### config.mk
export PLATFORM = sky130hd
export DESIGN_NAME = serial_operand_tx
export DESIGN_NICKNAME = d
export VERILOG_FILES = /design/src/rtl/serial_operand_tx.sv
export SDC_FILE = /design/constraint.sdc
export NUM_CORES = 1
export LEC_CHECK = 0
export ABC_CLOCK_PERIOD_IN_PS = 3950
export CORE_MARGIN = 1
export CORE_UTILIZATION = 50
export CTS_BUF_LIST = sky130_fd_sc_hd__clkbuf_4
export DETAILED_ROUTE_END_ITERATION = 8
export GPL_ROUTABILITY_DRIVEN = 1
export GPL_TIMING_DRIVEN = 0
export PLACE_DENSITY_LB_ADDON = 0.12
export SYNTH_ARGS = -nofsm -noshare
export SYNTH_HDL_FRONTEND = slang
export SYNTH_SLANG_ARGS = --single-unit
### constraint.sdc
create_clock -name clk -period 3.95 [get_ports clk]
set_clock_uncertainty 0.1 [all_clocks]
set_input_delay 1.185 -clock clk [delete_from_list [all_inputs] [get_ports clk]]
set_output_delay 1.185 -clock clk [all_outputs]
set_load 0.03 [all_outputs]
### src/rtl/serial_operand_tx.sv
// serial_operand_tx
//
// Accepts an operand pair over a valid/ready handshake and streams both operands
// LSB-first to a bit-serial adder. It then waits a bounded time for the adder's
// done strobe and presents the captured parallel sum and flags over a
// valid/ready result handshake. If the peer never answers, the block returns an
// error result instead of hanging.
//
// Parameters
//   W         operand width and frame length in cycles
//   TMO       cycles spent in WAIT without done before the frame is aborted
//
// Ports
//   clk       clock, rising edge
//   rst       synchronous active-high reset
//   op_valid  operand pair offered
//   op_ready  block can accept an operand pair (registered, high only in IDLE)
//   op_a      operand A, captured on handshake
//   op_b      operand B, captured on handshake
//   a, b      serial operand bits to the adder, LSB-first (registered)
//   start     frame-start strobe, coincident with bit 0 (registered)
//   done      result strobe from the adder, honoured only in WAIT
//   sum_in    parallel sum from the adder
//   flags_in  {cout, zero, neg, twos_overflow} from the adder
//   res_valid captured result available (registered)
//   res_ready consumer accepts the result
//   res_sum   captured sum (registered)
//   res_flags captured flags (registered)
//   res_err   result is a timeout abort rather than a peer result (registered)

module serial_operand_tx #(
   parameter int unsigned W   = 6,
   parameter int unsigned TMO = 15
) (
   input  logic         clk,
   input  logic         rst,
   input  logic         op_valid,
   output logic         op_ready,
   input  logic [W-1:0] op_a,
   input  logic [W-1:0] op_b,
   output logic         a,
   output logic         b,
   output logic         start,
   input  logic         done,
   input  logic [W-1:0] sum_in,
   input  logic [3:0]   flags_in,
   output logic         res_valid,
   input  logic         res_ready,
   output logic [W-1:0] res_sum,
   output logic [3:0]   res_flags,
   output logic         res_err
);

   localparam int unsigned BitCntW = (W > 1) ? $clog2(W) : 1;
   localparam int unsigned TmoCntW = (TMO > 1) ? $clog2(TMO) : 1;
   localparam logic [BitCntW-1:0] LastBit = BitCntW'(W - 1);
   localparam logic [TmoCntW-1:0] LastTmo = TmoCntW'(TMO - 1);

   typedef enum logic [1:0] {
      StIdle,
      StSend,
      StWait,
      StResp
   } state_e;

   state_e               state_q, state_d;
   logic [W-1:0]         sh_a_q, sh_a_d;
   logic [W-1:0]         sh_b_q, sh_b_d;
   logic [BitCntW-1:0]   bit_cnt_q, bit_cnt_d;
   logic [TmoCntW-1:0]   tmo_cnt_q, tmo_cnt_d;
   logic                 a_q, a_d;
   logic                 b_q, b_d;
   logic                 start_q, start_d;
   logic                 op_ready_q, op_ready_d;
   logic                 res_valid_q, res_valid_d;
   logic [W-1:0]         res_sum_q, res_sum_d;
   logic [3:0]           res_flags_q, res_flags_d;
   logic                 res_err_q, res_err_d;

   always_comb begin
      state_d     = state_q;
      sh_a_d      = sh_a_q;
      sh_b_d      = sh_b_q;
      bit_cnt_d   = bit_cnt_q;
      tmo_cnt_d   = tmo_cnt_q;
      // Serial outputs idle at zero so the peer carry chain sees zeros between frames.
      a_d         = 1'b0;
      b_d         = 1'b0;
      start_d     = 1'b0;
      res_valid_d = res_valid_q;
      res_sum_d   = res_sum_q;
      res_flags_d = res_flags_q;
      res_err_d   = res_err_q;

      unique case (state_q)
         StIdle: begin
            if (op_valid && op_ready_q) begin
               // Bit 0 goes straight to the output register; the shifters hold the rest.
               state_d   = StSend;
               a_d       = op_a[0];
               b_d       = op_b[0];
               start_d   = 1'b1;
               sh_a_d    = op_a >> 1;
               sh_b_d    = op_b >> 1;
               bit_cnt_d = '0;
            end
         end

         StSend: begin
            // bit_cnt_q names the bit currently on a/b.
            if (bit_cnt_q == LastBit) begin
               state_d   = StWait;
               tmo_cnt_d = '0;
            end else begin
               bit_cnt_d = bit_cnt_q + 1'b1;
               a_d       = sh_a_q[0];
               b_d       = sh_b_q[0];
               sh_a_d    = sh_a_q >> 1;
               sh_b_d    = sh_b_q >> 1;
            end
         end

         StWait: begin
            // A done arriving on the final timeout cycle still wins.
            if (done) begin
               state_d     = StResp;
               res_valid_d = 1'b1;
               res_sum_d   = sum_in;
               res_flags_d = flags_in;
               res_err_d   = 1'b0;
            end else if (tmo_cnt_q == LastTmo) begin
               state_d     = StResp;
               res_valid_d = 1'b1;
               res_sum_d   = '0;
               res_flags_d = '0;
               res_err_d   = 1'b1;
            end else begin
               tmo_cnt_d = tmo_cnt_q + 1'b1;
            end
         end

         StResp: begin
            if (res_ready) begin
               state_d     = StIdle;
               res_valid_d = 1'b0;
            end
         end

         default: begin
            state_d = StIdle;
         end
      endcase

      // Registered from the next state: ready rises the cycle after RESP is left,
      // so no operand is taken on the same edge the result is consumed.
      op_ready_d = (state_d == StIdle);
   end

   always_ff @(posedge clk) begin
      if (rst) begin
         state_q     <= StIdle;
         sh_a_q      <= '0;
         sh_b_q      <= '0;
         bit_cnt_q   <= '0;
         tmo_cnt_q   <= '0;
         a_q         <= 1'b0;
         b_q         <= 1'b0;
         start_q     <= 1'b0;
         op_ready_q  <= 1'b0;
         res_valid_q <= 1'b0;
         res_sum_q   <= '0;
         res_flags_q <= '0;
         res_err_q   <= 1'b0;
      end else begin
         state_q     <= state_d;
         sh_a_q      <= sh_a_d;
         sh_b_q      <= sh_b_d;
         bit_cnt_q   <= bit_cnt_d;
         tmo_cnt_q   <= tmo_cnt_d;
         a_q         <= a_d;
         b_q         <= b_d;
         start_q     <= start_d;
         op_ready_q  <= op_ready_d;
         res_valid_q <= res_valid_d;
         res_sum_q   <= res_sum_d;
         res_flags_q <= res_flags_d;
         res_err_q   <= res_err_d;
      end
   end

   assign a         = a_q;
   assign b         = b_q;
   assign start     = start_q;
   assign op_ready  = op_ready_q;
   assign res_valid = res_valid_q;
   assign res_sum   = res_sum_q;
   assign res_flags = res_flags_q;
   assign res_err   = res_err_q;

endmodule

==> results_dict.tcl <==
set metrics [dict create \
    grt_pass1_vias 1368 \
    synth_flop_cell "dfxtp_1" \
    syn_inst 159 \
    vias_per_cell 5.84 \
    relSlewSlack_pct 58.2 \
    cp_top_family "buffers and inverters" \
    cpPeakStageDelay_ps 680 \
    hold_violations 0 \
    netlist_area_sq_um 1560 \
    ys_warn_count 0 \
    wl_mm 3.55 \
    coreArea_sq_um 2850 \
    end_kind "primary output" \
    die_width_um 57.8 \
    required_ps 2660 \
    layout.nets 239 \
    async_reset_ff_share_pct 0 \
    failed_checks "DRC" \
    min_path_type "flop to flop" \
    r2r-start "tmo_cnt_q[0]" \
    irDropWorstVdd_v 0.000236 \
    clk_transition_reported_paths_ps 110 \
    critical_path_class "flop to primary output" \
    setup_tns_ps 0 \
    cts-root-buf "clkbuf_4" \
    tightest_slew_ps 624 \
    cap_violations 0 \
    dieArea_sq_um 3340 \
    crit_path_start_kind "flop" \
    htree_num_levels 2 \
    io_buffers 42 \
    status "finished, violations left" \
    synth_area_leader_cell "dfxtp_1" \
    syn_area_per_cell_sq_um 9.79 \
    layoutNonFillerInstCount 239 \
    finalCriticalPeriod_ps 2670 \
    dp.cells 232 \
    cts_resized 0 \
    drt_iter0_drc 60 \
    drc 2 \
    die-height_um 57.8 \
    start_util_pct 54.6 \
    yosysMostFrequentCell "dfxtp_1" \
    crit_buf_inv 1 \
    area_delta_synth_final_pct 32.5 \
    synth_seq_area_share_pct 45.0 \
    p_per_area_nw_per_um2 324 \
    drtAntennaViolNets 0 \
    critical-path-slowest-cell "clkdlybuf4s50_1" \
    synth.area.top_cells "dfxtp_1 45%, a211oi_1 8.7%, mux2_2 5.8%" \
    synth-seq-cells 35 \
    drive_above_1_share_pct 13.0 \
    cts_setup_buffers 0 \
    worstSkewPairLatency_ps 340 \
    finalCritPeriodShare_pct 67.7 \
    firstDrtPassIters 9 \
    row_count 19 \
    syn_nets 190 \
    crit_fanout 3 \
    cts.path.max_buffers 2 \
    synthTopCellsByCount "35 x dfxtp_1, 18 x a211oi_1, 14 x inv_1" \
    leakage_uw 0.000725 \
    crit_start "res_valid" \
    hpwlAfterDp_mm 2.61 \
    gp_congestion 0.788 \
    cts_made_buffers 5 \
    grt_max_degree 11 \
    ios 43 \
    antenna_found_initial 0 \
    cts_tree "yes" \
    synth_edf_count 0 \
    synth_top_area_share_pct 45.0 \
    synthDistinctLibCells 36 \
    min_from "sh_a_q[2]" \
    cts.sink_count 35 \
    drv_slew 0 \
    fmax_ghz 0.374 \
    rsz0062_at_grt "no" \
    grt_pass1_wl_mm 5.99 \
    diodes 0 \
    track_usage_pct 23.9 \
    vias 1395 \
    cp.arrival_ps 1390 \
    grt-ovfl-total 0 \
    hold_buffers 0 \
    finalSetupViolations 0 \
    wl_per_cell_um 14.9 \
    final.fill_count 244 \
    path_cells "clkdlybuf4s50_1" \
]
==> layout by cell type (no fill, tap or decap), types with 5 or more instances in the layout <==
cell type and instances:
a22o_1 10, inv_1 14, clkbuf_4 5, a21oi_1 8, a211oi_1 18, clkdlybuf4s50_1 42
dfxtp_1 35, nand2b_1 5, buf_2 6, nand2_1 7, mux2_2 8
==> sequential cells by signal (all words and copies together), names as in the netlist <==
register,flops
b,1
sh_a_q,5
op_ready,1
bit_cnt_q,3
res_sum,6
sh_b_q,5
start,1
res_valid,1
tmo_cnt_q,4
a,1
res_err,1
state_q,2
res_flags,4
==> cell families (layout without fill, tap and decap cells) <==
| logic type | after synthesis | count (layout) | synth area share, % |
|---|---|---|---|
| AOI/OAI and AO/OA | 56 | 56 | 26.9 |
| adders and majority gates | 4 | 4 | 3.22 |
| buffers and inverters | 25 | 74 | 6.99 |
| DFF | 35 | 35 | 45.0 |
| muxes | 8 | 8 | 5.79 |
| and+or+nand+nor | 31 | 31 | 12.1 |
==> final cells by class <==
type                    instances  area, sq um  share of cell area (%)
flip-flops and latches         35          701                    34.0
clock buffers                   5         37.5                    1.82
inverters                      14         52.6                    2.55
plain buffers                  11         56.3                    2.73
multi-input cells              99          747                    36.2
clock inverters                 2         8.76                   0.425
well taps                      31         38.8                    1.88
repair buffers                 42          420                    20.4
==> through the flow <==
| step | setup WS (ps) | util, % | hold slack, ps | total power (uW) | instance area, sq um |
|---|---|---|---|---|---|
| after floorplan | 1710 | - | 330 | 449 | 1560 |
| after global placement | 1120 | 70.7 | 341 | 492 | 2020 |
| after detailed placement | 1120 | 70.7 | 347 | 497 | 2020 |
| after CTS | 1260 | 72.3 | 363 | 673 | 2060 |
| after global routing | 1200 | 72.3 | 388 | 704 | 2060 |
| final | 1280 | 72.3 | 362 | 668 | 2060 |
==> final timing paths <==
check                 end  slack, ps  depth (start not counted)
min             sh_a_q[2]        360                          2
max reg2reg  tmo_cnt_q[3]       2150                          6
max             res_valid       1280                          1
min reg2reg     sh_a_q[2]        360                          2
==> power by group <==
group / switching (uW) / total [uW] / internal, uW
clock network: 115 / 178 / 63.0
registers: 8.60 / 378 / 369
logic: 52.6 / 112 / 59.3
total: 176 / 668 / 491
==> routing by layer <==
metal | vias up | GRT usage, % | wire length, um
met3 | 2 | 5.36 | 134
met4 | 0 | 12.2 | 12
li1 | 688 | - | -
met1 | 669 | 29.3 | 1660
met5 | - | 0 | 0
met2 | 36 | 39.5 | 1740
Power figures use the tool's default switching activity.
